File: config.mk
export PLATFORM = sky130hd
export DESIGN_NAME = mem_port_arbiter_flat
export DESIGN_NICKNAME = d
export VERILOG_FILES = /design/src/rtl/mem_port_arbiter_if.sv /design/src/rtl/mem_port_arbiter.sv /design/src/flat_wrapper.sv
export SDC_FILE = /design/constraint.sdc
export NUM_CORES = 1
export LEC_CHECK = 0
export ABC_AREA = 1
export CAP_MARGIN = 20
export CORE_MARGIN = 5
export CORE_UTILIZATION = 32
export CTS_CLUSTER_SIZE = 10
export DETAILED_ROUTE_END_ITERATION = 12
export PLACE_DENSITY_LB_ADDON = 0.08
export RECOVER_POWER = 50
export REMOVE_ABC_BUFFERS = 1
export SLEW_MARGIN = 20
export SYNTH_ARGS = -nofsm -noshare
export SYNTH_HDL_FRONTEND = slang
export SYNTH_SLANG_ARGS = --single-unit
export TNS_END_PERCENT = 20
File: constraint.sdc
create_clock -name clk -period 1.1 [get_ports clk]
set_input_delay 0.11 -clock clk [delete_from_list [all_inputs] [get_ports clk]]
set_output_delay 0.11 -clock clk [all_outputs]
set_load 0.005 [all_outputs]
File: src/rtl/mem_port_arbiter_if.sv
// Bundle of the two requester ports and the external memory port used by mem_port_arbiter.
// Handshake: a requester holds req_valid and its fields until the cycle req_ready is high (transfer on that edge);
// mem_valid holds with stable fields until mem_ready; resp_valid and mem_resp_valid are one-cycle strobes, never stalled.
interface mem_port_arbiter_if #(
    parameter int ADDR_WIDTH = 32,
    parameter int DATA_WIDTH = 32
);
    logic [1:0]            req_valid;
    logic [1:0]            req_ready;
    logic [1:0]            req_we;
    logic [ADDR_WIDTH-1:0] req_addr0;
    logic [ADDR_WIDTH-1:0] req_addr1;
    logic [DATA_WIDTH-1:0] req_wdata0;
    logic [DATA_WIDTH-1:0] req_wdata1;
    logic [1:0]            resp_valid;
    logic [DATA_WIDTH-1:0] resp_rdata;
    logic                  mem_valid;
    logic                  mem_ready;
    logic                  mem_we;
    logic [ADDR_WIDTH-1:0] mem_addr;
    logic [DATA_WIDTH-1:0] mem_wdata;
    logic                  mem_resp_valid;
    logic [DATA_WIDTH-1:0] mem_rdata;

    modport slave (
        input  req_valid, req_we, req_addr0, req_addr1, req_wdata0, req_wdata1,
        input  mem_ready, mem_resp_valid, mem_rdata,
        output req_ready, resp_valid, resp_rdata,
        output mem_valid, mem_we, mem_addr, mem_wdata
    );

    modport master (
        output req_valid, req_we, req_addr0, req_addr1, req_wdata0, req_wdata1,
        output mem_ready, mem_resp_valid, mem_rdata,
        input  req_ready, resp_valid, resp_rdata,
        input  mem_valid, mem_we, mem_addr, mem_wdata
    );
endinterface

File: src/rtl/mem_port_arbiter.sv
// Shares one memory port between LSU (port 0) and fetch (port 1), one transaction outstanding at a time.
// Define MEM_ARB_ROUND_ROBIN_EN for round-robin conflict resolution; otherwise port 0 always wins conflicts.
module mem_port_arbiter #(
    parameter int ADDR_WIDTH = 32,
    parameter int DATA_WIDTH = 32
) (
    input  logic                clk,
    input  logic                rst_n,
    mem_port_arbiter_if.slave   bus,
    output logic [1:0]          state_o
);

    typedef enum logic [1:0] {
        IDLE  = 2'd0,
        ISSUE = 2'd1,
        WAIT  = 2'd2
    } state_e;

    state_e                state_q, state_d;
    logic                  owner_q, owner_d;
    logic                  mem_we_q, mem_we_d;
    logic [ADDR_WIDTH-1:0] mem_addr_q, mem_addr_d;
    logic [DATA_WIDTH-1:0] mem_wdata_q, mem_wdata_d;
    logic                  win;
    logic [1:0]            req_ready_c;
    logic [1:0]            resp_valid_c;
    logic                  mem_valid_c;

`ifdef MEM_ARB_ROUND_ROBIN_EN
    logic                  last_q, last_d;

    // On a conflict the port not granted last time wins.
    always_comb begin
        if (&bus.req_valid) win = ~last_q;
        else                win = bus.req_valid[1];
    end
`else
    always_comb begin
        win = ~bus.req_valid[0];
    end
`endif

    always_comb begin
        state_d      = state_q;
        owner_d      = owner_q;
        mem_we_d     = mem_we_q;
        mem_addr_d   = mem_addr_q;
        mem_wdata_d  = mem_wdata_q;
        req_ready_c  = 2'b00;
        resp_valid_c = 2'b00;
        mem_valid_c  = 1'b0;
`ifdef MEM_ARB_ROUND_ROBIN_EN
        last_d       = last_q;
`endif
        case (state_q)
            IDLE: begin
                if (|bus.req_valid) begin
                    req_ready_c[win] = 1'b1;
                    owner_d          = win;
                    mem_we_d         = bus.req_we[win];
                    mem_addr_d       = win ? bus.req_addr1 : bus.req_addr0;
                    mem_wdata_d      = win ? bus.req_wdata1 : bus.req_wdata0;
                    state_d          = ISSUE;
`ifdef MEM_ARB_ROUND_ROBIN_EN
                    last_d           = win;
`endif
                end
            end
            ISSUE: begin
                mem_valid_c = 1'b1;
                if (bus.mem_ready) state_d = WAIT;
            end
            WAIT: begin
                if (bus.mem_resp_valid) begin
                    resp_valid_c[owner_q] = 1'b1;
                    state_d               = IDLE;
                end
            end
            default: state_d = IDLE;
        endcase
    end

    always_ff @(posedge clk or negedge rst_n) begin
        if (!rst_n) begin
            state_q     <= IDLE;
            owner_q     <= 1'b0;
            mem_we_q    <= 1'b0;
            mem_addr_q  <= '0;
            mem_wdata_q <= '0;
`ifdef MEM_ARB_ROUND_ROBIN_EN
            last_q      <= 1'b1;
`endif
        end else begin
            state_q     <= state_d;
            owner_q     <= owner_d;
            mem_we_q    <= mem_we_d;
            mem_addr_q  <= mem_addr_d;
            mem_wdata_q <= mem_wdata_d;
`ifdef MEM_ARB_ROUND_ROBIN_EN
            last_q      <= last_d;
`endif
        end
    end

    // Strobes are forced low while reset is held, even though the FSM already sits in IDLE.
    assign bus.req_ready  = req_ready_c & {2{rst_n}};
    assign bus.resp_valid = resp_valid_c & {2{rst_n}};
    assign bus.resp_rdata = bus.mem_rdata;
    assign bus.mem_valid  = mem_valid_c;
    assign bus.mem_we     = mem_we_q;
    assign bus.mem_addr   = mem_addr_q;
    assign bus.mem_wdata  = mem_wdata_q;
    assign state_o        = state_q;

endmodule

File: src/flat_wrapper.sv
// flat-port wrapper written by rule: the top's interface ports become plain ports
module mem_port_arbiter_flat 
#(
    parameter int ADDR_WIDTH = 32,
    parameter int DATA_WIDTH = 32
)
  (clk, rst_n, state_o, bus_req_valid, bus_req_we, bus_req_addr0, bus_req_addr1, bus_req_wdata0, bus_req_wdata1, bus_mem_ready, bus_mem_resp_valid, bus_mem_rdata, bus_req_ready, bus_resp_valid, bus_resp_rdata, bus_mem_valid, bus_mem_we, bus_mem_addr, bus_mem_wdata);
  mem_port_arbiter_if #(.ADDR_WIDTH(ADDR_WIDTH), .DATA_WIDTH(DATA_WIDTH)) bus_i ();
  input  logic clk;
  input  logic rst_n;
  output logic [1:0] state_o;
  input wire logic [$bits(bus_i.req_valid)-1:0] bus_req_valid;
  input wire logic [$bits(bus_i.req_we)-1:0] bus_req_we;
  input wire logic [$bits(bus_i.req_addr0)-1:0] bus_req_addr0;
  input wire logic [$bits(bus_i.req_addr1)-1:0] bus_req_addr1;
  input wire logic [$bits(bus_i.req_wdata0)-1:0] bus_req_wdata0;
  input wire logic [$bits(bus_i.req_wdata1)-1:0] bus_req_wdata1;
  input wire logic [$bits(bus_i.mem_ready)-1:0] bus_mem_ready;
  input wire logic [$bits(bus_i.mem_resp_valid)-1:0] bus_mem_resp_valid;
  input wire logic [$bits(bus_i.mem_rdata)-1:0] bus_mem_rdata;
  output wire logic [$bits(bus_i.req_ready)-1:0] bus_req_ready;
  output wire logic [$bits(bus_i.resp_valid)-1:0] bus_resp_valid;
  output wire logic [$bits(bus_i.resp_rdata)-1:0] bus_resp_rdata;
  output wire logic [$bits(bus_i.mem_valid)-1:0] bus_mem_valid;
  output wire logic [$bits(bus_i.mem_we)-1:0] bus_mem_we;
  output wire logic [$bits(bus_i.mem_addr)-1:0] bus_mem_addr;
  output wire logic [$bits(bus_i.mem_wdata)-1:0] bus_mem_wdata;
  assign bus_i.req_valid = bus_req_valid;
  assign bus_i.req_we = bus_req_we;
  assign bus_i.req_addr0 = bus_req_addr0;
  assign bus_i.req_addr1 = bus_req_addr1;
  assign bus_i.req_wdata0 = bus_req_wdata0;
  assign bus_i.req_wdata1 = bus_req_wdata1;
  assign bus_i.mem_ready = bus_mem_ready;
  assign bus_i.mem_resp_valid = bus_mem_resp_valid;
  assign bus_i.mem_rdata = bus_mem_rdata;
  assign bus_req_ready = bus_i.req_ready;
  assign bus_resp_valid = bus_i.resp_valid;
  assign bus_resp_rdata = bus_i.resp_rdata;
  assign bus_mem_valid = bus_i.mem_valid;
  assign bus_mem_we = bus_i.mem_we;
  assign bus_mem_addr = bus_i.mem_addr;
  assign bus_mem_wdata = bus_i.mem_wdata;
  mem_port_arbiter #(.ADDR_WIDTH(ADDR_WIDTH), .DATA_WIDTH(DATA_WIDTH)) u_core (.clk(clk), .rst_n(rst_n), .bus(bus_i), .state_o(state_o));
endmodule
==> results.md, run 1 <==
- Final hold vios: 0
- CP top delay family: buffers and inverters
- Crit path kind: flip-flop to flip-flop
- Number of synthesized register bits: 68
- Syn Area/Cell: 6.85 um^2
- Gr usage total: between 10% and 20%
- Clock Tree Root: clkbuf_16
- Switching Share: 34.2%
- Share of layout cells above drive strength 1: under 10%
- Pwr Density: 2180 nW/um^2
- Mapped Cells: 546
- Area share of the largest cell type after synthesis: 45.5%
- P_sw: 4.65 mW
- Via count: around 3900
- TritonCTS clock tree: built
- Cell variety after synth: 15
- Nets: roughly 900
- Clock skew: 0.00718 ns
- H-tree levels: 3
- Post-synth top cells: nand2_1 (397), dfrtp_1 (68), buf_4 (35), buf_2 (12), buf_6 (9)
- Clock-pin slew on the worst setup and hold paths: approximately 0.06 ns
- Maximum clock rate: 0.710 GHz
- Height of the die: approximately 120 um
- Remaining global-route overflow: 0
- RSZ-0062 raised after global routing: yes
- Core Area: between 10000 and 15000 um^2
- Final setup vio count: 72
- Final HPWL DP: 9840 um
- Io pins: 272
- Failing checks: negative setup slack
- First-pass GRT wire length: 20800 um
- Startpoint types: flip-flop
- Die width: 118 um
- Post-route DRC: 0
- Die area: 14000 um^2
- Slowest-stage cell, CP: dfrtp_1
- Wire length per cell: between 10 and 15 um
- Comb pwr share: between 40% and 50%
- Final antenna-violating net count: 0
- Async set or reset register ratio after synthesis: 100%
- Layout area overhead: 66.7%
- Leading area contributor after synthesis: dfrtp_1
- Fin crit share: 128%
- Reg power frac: 31.6%
- CP arrival: 1.67 ns
- Vias in the first global route: 3870
- Clk pwr share: 21.7%
- Initial antenna violation count: 0
- Critical path endpoint category: flip-flop
- Sequential element share of the synthesized area: 45.5%
- Post-route setup slack: -0.309 ns
- Final TNS setup: -19.52 ns
- Slew HR: 36.6%
- Port Buf Inserts: between 200 and 250
- Hold buffer count at cts: 0
- Row cnt: 39
- Status: finished with violations
- Place WS: -0.379 ns
- Mapped Area: roughly 3700 um^2
- CP Max Fanout: 15
- Vias per Instance: between 4 and 5
- Starting Density: 32.8%
- GP Congestion: 0.776
- Cell-internal power: a little under 9 mW
- Post-synth EDFFs: 0
- Clk Latency, worst-skew pair: 0.32 ns
- Bufs and invs on worst path: 4
- Crit-path max cell delay: between 0.3 and 0.4 ns
- Top_reg_cell synth: dfrtp_1
- CTS buffer count: 9
- Max_cap viols: 0
- Bufs on Longest Clock Path: 2
- DRT Wirelength: 13100 um
- 1st-pass router iterations: 4
- Worst-Margin Slew: about 0.95 ns
- Yosys warnings: 0
- CTS Sinks: 68
- Diode count: 0
- Most frequent cell after synthesis: nand2_1
- Critical Path RT: 1.36 ns
- Hold/Removal Path Class: input port to async pin
- Largest net degree at the start of global routing: 69
- DRT iter0 DRCs: 164
- Final min period: 1.41 ns
- P_leak: 3.27 nW
- Cells along the critical path: buf_6 > nor2_4 > inv_2 > nor2_4 > buf_4 > clkbuf_16 > nand2_1 > nand2_1
- Maximum VDD drop: 1050 uV
- Dominant cells by area after synthesis: dfrtp_1 (45%), nand2_1 (40%), buf_4 (7.0%)
- Fin. max-slew vios: 0
placed cells by master (no fill, tap or decap), drive strengths merged:
cell	count
clkdlybuf4s15	65
dfrtp	68
bufinv	1
clkbuf	16
nand2	397
clkdlybuf4s50	133
inv	10
clkinv	1
buf	32
o21bai	1
clkinvlp	2
nor2	4
a22oi	1
nand3	1
nor3	4
what timing repair did:
item / CTS / global route
cloned: 2 / 1
endpoints found under the setup margin: 138 / 114
hold endpoints to repair: 0 / 0
buffers inserted: 7 / 0
resized for setup: 129 / 47
pin swaps: 3 / 3
per-stage QoR:
stage               power [mW]  utilization (%)  hold slack (ns)  instance area (um^2)  std cells
global route              14.7             54.6            0.220                  6230        879
CTS                       13.5             53.9           0.0371                  6150        878
global placement          10.6             50.5            0.220                  5770        854
finish                    13.6             54.6            0.106                  6230        879
floorplan                 6.40                -           -0.186                  3300        485
detailed placement        10.7             50.5            0.220                  5770        854
layout make-up:
type / instances / area (um^2)
well taps: 143 / 179
clock inverters: 5 / 58.8
multi-input cells: 408 / 1610
repair buffers: 235 / 2400
inverters: 9 / 36.3
flip-flops and latches: 68 / 1700
fillers: 1157 / 5180
clock buffers: 11 / 253
sequential cells by signal, indices dropped and copies added, names as in the netlist:
name	cells
u_core.bus.mem_addr	32
u_core.bus.mem_wdata	32
u_core.bus.mem_we	1
u_core.owner_q	1
u_core.state_o	2
power by group through the flow:
stage               clock network [mW]  registers (mW)  logic [mW]
finish                            2.94            4.30        6.34
global route                      3.15            4.44        7.10
CTS                               3.03            4.27        6.21
detailed placement                   0            4.34        6.33
global placement                     0            4.30        6.26
floorplan                            0            4.44        1.96
logic make-up (layout without fill, tap and decap cells):
logic type,count (synthesis),after routing,synth area share (%)
AND/OR/NAND/NOR,406,406,41.4
buffers and inverters,70,260,12.7
flip-flops,68,68,45.5
AO/OA/AOI/OAI,2,2,0.401
per-layer routing:
| metal | GRT usage, % | vias to the layer above | part of all wire (%) |
|---|---|---|---|
| met1 | 24.3 | 1695 | 44 |
| met5 | 1.74 | - | 0 |
| met2 | 25.9 | 179 | 41 |
| met4 | 5.16 | 0 | 0.97 |
| li1 | - | 1967 | - |
| met3 | 11.0 | 11 | 14 |
final timing paths:
check / from / end / cells after the start / slack (ns)
worst min register to register: u_core.bus.mem_wdata[23]$_DFFE_PN0P_ / u_core.bus.mem_wdata[23]$_DFFE_PN0P_ / 2 / 0.47
max in group asynchronous: rst_n / u_core.bus.mem_wdata[14]$_DFFE_PN0P_ / 2 / 0.38
worst max register to register: u_core.state_o[0]$_DFFE_PN0P_ / u_core.bus.mem_wdata[0]$_DFFE_PN0P_ / 8 / -0.31
worst max-delay path: u_core.state_o[0]$_DFFE_PN0P_ / u_core.bus.mem_wdata[0]$_DFFE_PN0P_ / 8 / -0.31
min in group clk: bus_mem_rdata[18] / bus_resp_rdata[18] / 0 / 0.22
worst min-delay path: rst_n / u_core.state_o[0]$_DFFE_PN0P_ / 2 / 0.11
Power figures use the tool's default switching activity.
==> run 2, diff against run 1 <==
--- a/config.mk
+++ b/config.mk
@@ -6,9 +6,9 @@
 export NUM_CORES = 1
 export LEC_CHECK = 0
 export ABC_AREA = 1
-export CAP_MARGIN = 20
 export CORE_MARGIN = 5
 export CORE_UTILIZATION = 32
+export CTS_CLUSTER_DIAMETER = 100
 export CTS_CLUSTER_SIZE = 10
 export DETAILED_ROUTE_END_ITERATION = 12
 export PLACE_DENSITY_LB_ADDON = 0.08
==> results of run 2 <==
Final layout, timing and power as in run 1 (identical DEF).
==> run 3, diff against run 2 <==
--- a/config.mk
+++ b/config.mk
@@ -11,6 +11,7 @@
 export CTS_CLUSTER_DIAMETER = 100
 export CTS_CLUSTER_SIZE = 10
 export DETAILED_ROUTE_END_ITERATION = 12
+export MAX_ROUTING_LAYER = met4
 export PLACE_DENSITY_LB_ADDON = 0.08
 export RECOVER_POWER = 50
 export REMOVE_ABC_BUFFERS = 1
==> results.md, run 3 (same netlist as run 1, synthesis figures left out) <==
- GP Congestion: 0.787 (+1.4%)
- DRT iter0 DRCs: 154 (-6.1%)
- Crit path kind: flip-flop to output pin
- Comb pwr share: 46.7% (about the same)
- Die area: 14000 um^2 (unchanged)
- RSZ-0062 raised after global routing: yes
- Remaining global-route overflow: 0 (unchanged)
- Tot Pwr: 13.6 mW (about the same)
- Post-route setup slack: -0.309 ns (+0.000320 ns)
- Status: finished with violations
- Via count: 3848 (-0.10%)
- 1st-pass router iterations: 4 (unchanged)
- Starting Density: 32.8% (unchanged)
- First-pass GRT wire length: 20800 um (about the same)
- Fin crit share: 128% (about the same)
- Switching Share: 34.2% (about the same)
- Diode count: 0 (unchanged)
- Core Area: 11400 um^2 (unchanged)
- Share of layout cells above drive strength 1: 9.51% (unchanged)
- Max_cap viols: 0 (unchanged)
- Vias in the first global route: 3878 (+0.21%)
- Failing checks: negative setup slack
- Post-route insts no fill: 879 (unchanged)
- DRT Wirelength: 13100 um (about the same)
- Die width: 118 um (unchanged)
- CP Max Fanout: 4 (-11)
- Port Buf Inserts: 207 (unchanged)
- Bufs on Longest Clock Path: 2 (unchanged)
- Reg2reg end: u_core.bus.mem_wdata[31]$_DFFE_PN0P_
- Layout area overhead: 66.7% (unchanged)
- Io pins: 272 (unchanged)
- Largest net degree at the start of global routing: 69 (unchanged)
- Clk pwr share: 21.7% (about the same)
- Cells on worst reg2reg path: 8 (unchanged)
- Height of the die: 118 um (unchanged)
- Clock Tree Root: clkbuf_16
- TritonCTS clock tree: built
- Nets: 899 (unchanged)
- Critical path endpoint category: output pin
- Final antenna-violating net count: 0 (unchanged)
- Final setup vio count: 72 (unchanged)
- Most common cell after layout, fill and taps aside: nand2_1
- Initial antenna violation count: 0 (unchanged)
- Hold/Removal Path Class: input port to async pin
- Maximum VDD drop: 1050 uV (-0.11%)
- Row cnt: 39 (unchanged)
- P_sw: 4.65 mW (about the same)
- Most frequent cells in the layout: nand2_1 (389), clkdlybuf4s50_1 (133), dfrtp_1 (68)
- Vias per Instance: 4.38 (-0.10%)
- Dpl cell area: 5770 um^2 (unchanged)
- Hold slack: 0.105 ns (-0.00165 ns)
- Worst setup endpoint: bus_req_ready[1]
- Pwr Density: 2180 nW/um^2 (about the same)
- Clock-pin slew on the worst setup and hold paths: 0.06 ns (about the same)
- Reg power frac: 31.6% (about the same)
- CTS Sinks: 68 (unchanged)
- Clk Latency, worst-skew pair: 0.32 ns (about the same)
- Final min period: 1.41 ns (-0.000320 ns)
- Cell-internal power: 8.94 mW (about the same)
- Maximum clock rate: 0.710 GHz (about the same)
- H-tree levels: 3 (unchanged)
- Final hold vios: 0 (unchanged)
- Post-route DRC: 0 (unchanged)
- Critical Path RT: 0.99 ns (-0.37 ns)
- P_leak: 3.27 nW (unchanged)
- Worst-Margin Slew: 0.946 ns (-0.00518 ns)
- Slew HR: 36.9% (+0.35 points)
- CTS buffer count: 9 (unchanged)
- Final TNS setup: -19.49 ns (+0.0258 ns)
- Cell Count Post-Placement: 854 (unchanged)
- RR Startpoint: u_core.state_o[0]$_DFFE_PN0P_
- Hold buffer count at cts: 0 (unchanged)
- Worst R2R Setup Slack: -0.31 ns (about the same)
- CP arrival: 1.30 ns (-0.37 ns)
- Wire length per cell: 14.9 um (about the same)
- Gr usage total: 19.2% (+0.55 points)
- CP startpoint: u_core.state_o[0]$_DFFE_PN0P_
- Startpoint types: flip-flop
- Fin. max-slew vios: 0 (unchanged)
- Final HPWL DP: 9840 um (unchanged)
- Clock skew: 0.00611 ns (-0.00107 ns)
- Final instance area: 6230 um^2 (unchanged)
-- run 3: routing by layer --
layer  share of wire (%)  global-route usage (%)  wire length [um]  vias up
li1                    -                       -                 -     1968
met1                  45                    24.6              5860     1688
met2                  41                    26.0              5410      181
met3                  13                    10.6              1740       11
met4                0.97                    5.16               127        0
met5                   0                       -                 0        -
-- run 3: power groups by stage --
stage | combinational, mW | sequential, mW | clock [mW]
after floorplan | 1.96 | 4.44 | 0
after global placement | 6.26 | 4.30 | 0
after detailed placement | 6.33 | 4.34 | 0
after CTS | 6.21 | 4.27 | 3.03
after global routing | 7.09 | 4.44 | 3.15
final | 6.34 | 4.30 | 2.94
-- run 3: worst max-delay path: stages, from the launching register on --
cell and delay [ns]:
dfrtp_1 0.38, buf_6 0.12, nor2_4 0.13, nand2_1 0.08
nor3_1 0.12, buf_2 0.14
-- run 3: how the worst min path moves through the flow --
stage                                                     to  slack, ns  cells after the start               from
after floorplan           u_core.bus.mem_addr[0]$_DFFE_PN0P_      -0.19                      0              rst_n
after global placement                    bus_resp_rdata[18]       0.22                      0  bus_mem_rdata[18]
after detailed placement                  bus_resp_rdata[18]       0.22                      0  bus_mem_rdata[18]
after CTS                      u_core.state_o[1]$_DFFE_PN0P_       0.04                      2              rst_n
after global routing           u_core.state_o[0]$_DFFE_PN0P_       0.22                      2              rst_n
final                          u_core.state_o[0]$_DFFE_PN0P_       0.10                      2              rst_n
-- run 3: layout make-up --
class                   instances  area, um^2
clock inverters                 5        58.8
well taps                     143         179
fillers                      1157        5180
multi-input cells             408        1610
clock buffers                  11         253
flip-flops and latches         68        1700
inverters                       9        36.3
repair buffers                235        2400
-- run 3: what timing repair did --
| action | CTS | global route |
|---|---|---|
| pin swaps | 3 | 3 |
| setup buffers | 7 | 0 |
| gates cloned | 2 | 1 |
| endpoints found under the hold margin | 0 | 0 |
| endpoints found under the setup margin | 138 | 114 |
| gates resized for setup | 129 | 47 |
-- run 3: through the flow --
stage	setup WS (ns)	util (%)
after floorplan	-1.12	-
after global placement	-0.345	50.5
after detailed placement	-0.379	50.5
after CTS	-0.333	53.9
after global routing	-0.425	54.6
final	-0.309	54.6
